$ cat src/rtl/mult_pkg.sv
// Shared types for the serial multiplier datapath: controller states and
// radix-2 Booth recoding operations.
package mult_pkg;

    localparam int DATA_WIDTH_DEFAULT = 16;

    typedef enum logic [1:0] {
        IDLE = 2'd0,
        RUN  = 2'd1,
        DONE = 2'd2
    } state_e;

    typedef enum logic [1:0] {
        BOOTH_ZERO = 2'd0,
        BOOTH_POS  = 2'd1,
        BOOTH_NEG  = 2'd2
    } booth_op_e;

    // Radix-2 Booth: the pair (b_i, b_prev) selects 0, +A or -A.
    function automatic booth_op_e booth_decode(input logic b_i, input logic b_prev);
        case ({b_i, b_prev})
            2'b01:   return BOOTH_POS;
            2'b10:   return BOOTH_NEG;
            default: return BOOTH_ZERO;
        endcase
    endfunction

endpackage

$ cat src/rtl/booth_recode_cell.sv
// One radix-2 Booth step: turns a multiplier bit pair into a sign-extended
// partial product of the multiplicand.
module booth_recode_cell
    import mult_pkg::*;
#(
    parameter int DATA_WIDTH = DATA_WIDTH_DEFAULT
) (
    input  logic                  b_i,
    input  logic                  b_prev,
    input  logic [DATA_WIDTH-1:0] multiplicand,
    output logic [DATA_WIDTH:0]   term
);

    booth_op_e               op;
    logic [DATA_WIDTH:0]     a_ext;

    // The extra bit keeps -(-2^(N-1)) representable.
    assign a_ext = {multiplicand[DATA_WIDTH-1], multiplicand};
    assign op    = booth_decode(b_i, b_prev);

    always_comb begin
        term = '0;
        case (op)
            BOOTH_POS: term = a_ext;
            BOOTH_NEG: term = -a_ext;
            default:   term = '0;
        endcase
    end

endmodule

$ cat src/rtl/booth_partial_product_generator.sv
// Sequential radix-2 Booth recoder: latches a signed operand pair and streams
// one partial product per accepted cycle, LSB step first, to the accumulator.
//
//   state | meaning
//   IDLE  | waiting for start; operands captured and term 0 prepared on accept
//   RUN   | presenting term pp_index; advances on pp_ready, holds otherwise
//   DONE  | one-cycle done pulse after the last term was taken
module booth_partial_product_generator
    import mult_pkg::*;
#(
    parameter int DATA_WIDTH = DATA_WIDTH_DEFAULT,
    parameter int IDX_WIDTH  = $clog2(DATA_WIDTH)
) (
    input  logic                  clk,
    input  logic                  reset,
    input  logic                  start,
    input  logic [DATA_WIDTH-1:0] multiplicand,
    input  logic [DATA_WIDTH-1:0] multiplier,
    input  logic                  pp_ready,
    output logic                  busy,
    output logic [DATA_WIDTH:0]   partial_product,
    output logic                  partial_product_valid,
    output logic [IDX_WIDTH-1:0]  pp_index,
    output logic                  pp_last,
    output logic                  done
);

    localparam logic [IDX_WIDTH-1:0] LAST_IDX = IDX_WIDTH'(DATA_WIDTH - 1);

    state_e                  state;
    logic [DATA_WIDTH-1:0]   a_reg;
    logic [DATA_WIDTH-1:0]   b_reg;
    logic [IDX_WIDTH-1:0]    idx_next;

    logic                    cell_b_i;
    logic                    cell_b_prev;
    logic [DATA_WIDTH-1:0]   cell_a;
    logic [DATA_WIDTH:0]     cell_term;

    assign idx_next = pp_index + 1'b1;

    // In IDLE the cell looks at the live inputs so term 0 can be registered
    // on the accept edge; in RUN it prepares the next term from the latched
    // operands, so the output stays fully registered.
    always_comb begin
        cell_b_i    = b_reg[idx_next];
        cell_b_prev = b_reg[pp_index];
        cell_a      = a_reg;
        if (state == IDLE) begin
            cell_b_i    = multiplier[0];
            cell_b_prev = 1'b0;
            cell_a      = multiplicand;
        end
    end

    booth_recode_cell #(
        .DATA_WIDTH (DATA_WIDTH)
    ) u_recode (
        .b_i          (cell_b_i),
        .b_prev       (cell_b_prev),
        .multiplicand (cell_a),
        .term         (cell_term)
    );

    always_ff @(posedge clk or posedge reset) begin
        if (reset) begin
            state                 <= IDLE;
            a_reg                 <= '0;
            b_reg                 <= '0;
            busy                  <= 1'b0;
            partial_product       <= '0;
            partial_product_valid <= 1'b0;
            pp_index              <= '0;
            pp_last               <= 1'b0;
            done                  <= 1'b0;
        end else begin
            case (state)
                IDLE: begin
                    done <= 1'b0;
                    if (start) begin
                        state                 <= RUN;
                        a_reg                 <= multiplicand;
                        b_reg                 <= multiplier;
                        busy                  <= 1'b1;
                        partial_product       <= cell_term;
                        partial_product_valid <= 1'b1;
                        pp_index              <= '0;
                        pp_last               <= 1'b0;
                    end
                end
                RUN: begin
                    if (pp_ready) begin
                        if (pp_last) begin
                            state                 <= DONE;
                            busy                  <= 1'b0;
                            partial_product       <= '0;
                            partial_product_valid <= 1'b0;
                            pp_index              <= '0;
                            pp_last               <= 1'b0;
                            done                  <= 1'b1;
                        end else begin
                            partial_product <= cell_term;
                            pp_index        <= idx_next;
                            pp_last         <= (idx_next == LAST_IDX);
                        end
                    end
                end
                DONE: begin
                    state <= IDLE;
                    done  <= 1'b0;
                end
                default: begin
                    state                 <= IDLE;
                    busy                  <= 1'b0;
                    partial_product       <= '0;
                    partial_product_valid <= 1'b0;
                    pp_index              <= '0;
                    pp_last               <= 1'b0;
                    done                  <= 1'b0;
                end
            endcase
        end
    end

endmodule

$ cat config.mk
export PLATFORM = sky130hd
export DESIGN_NAME = booth_partial_product_generator
export DESIGN_NICKNAME = d
export VERILOG_FILES = /design/src/rtl/mult_pkg.sv /design/src/rtl/booth_recode_cell.sv /design/src/rtl/booth_partial_product_generator.sv
export SDC_FILE = /design/constraint.sdc
export NUM_CORES = 1
export LEC_CHECK = 0
export ABC_CLOCK_PERIOD_IN_PS = 4200
export BUFFER_PORTS_ARGS = -buffer_cell sky130_fd_sc_hd__buf_4
export CAP_MARGIN = 15
export CORE_MARGIN = 5
export CORE_UTILIZATION = 33
export DETAILED_ROUTE_END_ITERATION = 12
export SLEW_MARGIN = 20
export SYNTH_ARGS = -nofsm -noshare
export SYNTH_HDL_FRONTEND = slang
export SYNTH_SLANG_ARGS = --single-unit
$ cat constraint.sdc
create_clock -name clk -period 4.2 [get_ports clk]
set_input_delay 0.42 -clock clk [delete_from_list [all_inputs] [get_ports clk]]
set_output_delay 0.42 -clock clk [all_outputs]
set_load 0.03 [all_outputs]
==> metrics.txt <==
status=complete, no violations; commonest non-fill, non-tap cells in the layout=buf_4 (67), dfrtp_1 (58), nand2_1 (34), mux2_2 (33), nor2_1 (17); Final GP Congestion=0.783; Syn Area/Cell=11.3 µm²; first-pass GRT wire length=13200 µm; largest family of logic cells by synthesized area=multiplexers; crit path time final=3.70 ns; mapped cell area=3280 µm²; VDD IR max=0.353 mV; Synth Instances=290; unrepaired setup endpoints after global routing=false; library cells used by synthesis=48; gr usage total=14.4%; largest cells by area after synthesis=dfrtp_1 (44%), mux2_2 (11%), mux4_2 (5.5%); Antenna Nets Post-Route=0; Worst Path Max Fanout=14; Die Wd=110 µm; register area share after synthesis=44.2%; number of fillers in the final layout=991; layout cells sized above 1=37.6%; Tightest Pin Transition=0.759 ns; pre-CTS WS=0.550 ns; Via density=5.09; Layout area overhead=22.8%; GR Util met3=5.28%; HPWL after DPL=5950 µm; Clock transition at path regs=0.07 ns; worst-skew pair later-pin latency=0.34 ns; Setup Total Neg Slack=0 ns; I/O pin count=61; met1 GRT Util=18.1%; Die ar.=12000 µm²; Post-synth EDFFs=0; largest net degree at the start of global routing=59; Clock Path Buffers=2; Core Region=9730 µm²; TritonCTS Sinks=58; starting density of the core=33.7%; Final Hold Fails=0; CTS resizes=0; clk root buf=clkbuf_8; CP arrival=3.97 ns; pwr dens=776 nW/µm²; critical path startpoint category=flop; Post-CTS Repair Setup Buffers=0; top-area cell type share of the netlist area=44.2%; DRC=0; WP data required=4.48 ns; grt total ovfl=0; Max Freq=0.271 GHz; Pleak=1.76 nW; multiplexer share of the synthesized area=21.8%; final WL=8120 µm; Worst Clk Skew=0.00775 ns; Slew headroom=49.4%; Synth Area in Adders=1.91%; htree depth=3; DRT Pass-1 Iters=4; Synth Area in Compound Gates=9.95%; routed len/inst=16.6 µm; Syn. warnings=0; vias=2490; max_cap viols=0; Setup crit end kind=flop; part of the cycle the worst path needs=88.0%; Slew Viols, Final=0; XOR/XNOR Fraction of Synth Area=4.54%; max reg flops=17; nets=393; Num CTS Buffers=9; # rows=36; vias in the first global route=2559; Synth Area in Simple Gates=13.8%; Die Ht=110 µm; TritonCTS clock tree=yes; asr flop ratio synth=100%; ANT cells=0; most common cell after layout, fill and taps aside=buf_4; IO Port Bufs=60; Main synth FF type=dfrtp_1; syn nets=331; DR iter-0 viols=70; initial antenna violation count=0; PnR worst setup slack=0.505 ns; kind of critical path=reg -> reg; gr busiest metal=met2; HP Class=in -> async; Final Setup Violations=0; Yosys reg bits=58; CTS Hold Bufs=0; met2 usage=23.4%; area leader, netlist=dfrtp_1
power breakdown:
part	switching, W	total (W)	leakage (nW)	internal [W]
logic	0.000923	0.00172	0.919	0.000794
clock network	0.000220	0.000460	0.0920	0.000240
registers	0.000179	0.000950	0.745	0.000771
total	0.00132	0.00313	1.76	0.00180
worst paths after layout:
kind,from,endpoint,slack (ns),cells after the start
worst max-delay path,pp_index[1],partial_product[4],0.50,11
max in group asynchronous,reset,partial_product[0],3.40,3
worst min-delay path,reset,a_reg[13],0.30,3
worst min register to register,partial_product[13],partial_product[13],0.49,2
worst max register to register,pp_index[1],partial_product[4],0.50,11
min in group clk,multiplier[15],b_reg[15],0.30,2
area by class of cell:
type	instances	area, µm²	share of cell area [%]
clock buffers	12	155	3.85
clock inverters	3	15.0	0.372
inverters	9	33.8	0.838
multi-input cells	207	1710	42.3
flip-flops and latches	58	1450	36.0
well taps	133	166	4.13
repair buffers	67	503	12.5
stage by stage:
step | hold slack [ns] | utilization (%) | power (W) | instances | instance area (µm²)
after detailed placement | 0.480 | 39.7 | 0.00269 | 474 | 3860
after global placement | 0.487 | 39.7 | 0.00264 | 474 | 3860
after global routing | 0.288 | 41.4 | 0.00338 | 489 | 4030
final | 0.299 | 41.4 | 0.00313 | 489 | 4030
after CTS | 0.287 | 41.4 | 0.00317 | 489 | 4030
after floorplan | 0.477 | - | 0.00227 | 290 | 3280
worst max-delay path, stage by stage, from the launching register on:
cell	delay (ns)
dfrtp_1	0.46
ha_1	0.25
xor2_1	0.47
mux4_2	0.57
nand2_1	0.08
nand3_1	0.07
a31oi_1	0.23
ha_1	0.28
nor3_1	0.38
nand2_1	0.42
nor3_1	0.28
a211o_1	0.13
cell usage after synthesis, types with 2 or more instances:
library cell  count
nand4_1           4
a31oi_1           2
a211o_1           2
mux2_2           33
buf_4             3
xor2_1            9
nor3_1            3
nor4_1            4
mux4_2            8
o21ai_1           2
clkbuf_1          3
nand2_1          34
inv_1             9
dfrtp_1          58
nor2b_1           2
xnor2_1           8
o221ai_1         12
mux2i_1          14
buf_2             9
nor2_1           17
o31ai_1           2
nor4_4            2
nand3_1           6
a21oi_1           6
a21oi_2           2
o21ai_0           9
and2_1            2
ha_1              5
cell families after synthesis:
logic type / count (synthesis)
AOI/OAI and AO/OA: 45
xor gates and xnor gates: 17
adders and majority gates: 5
buffers and inverters: 25
DFF: 58
muxes: 56
and+or+nand+nor: 84
layer usage:
layer | vias up | wire length (µm) | share of wire (%)
met5 | - | 0 | 0
met4 | 0 | 69 | 0.85
met3 | 7 | 568 | 7.0
met2 | 76 | 4030 | 50
met1 | 1225 | 3460 | 43
li1 | 1182 | - | -
(Power assumes the default switching activity.)
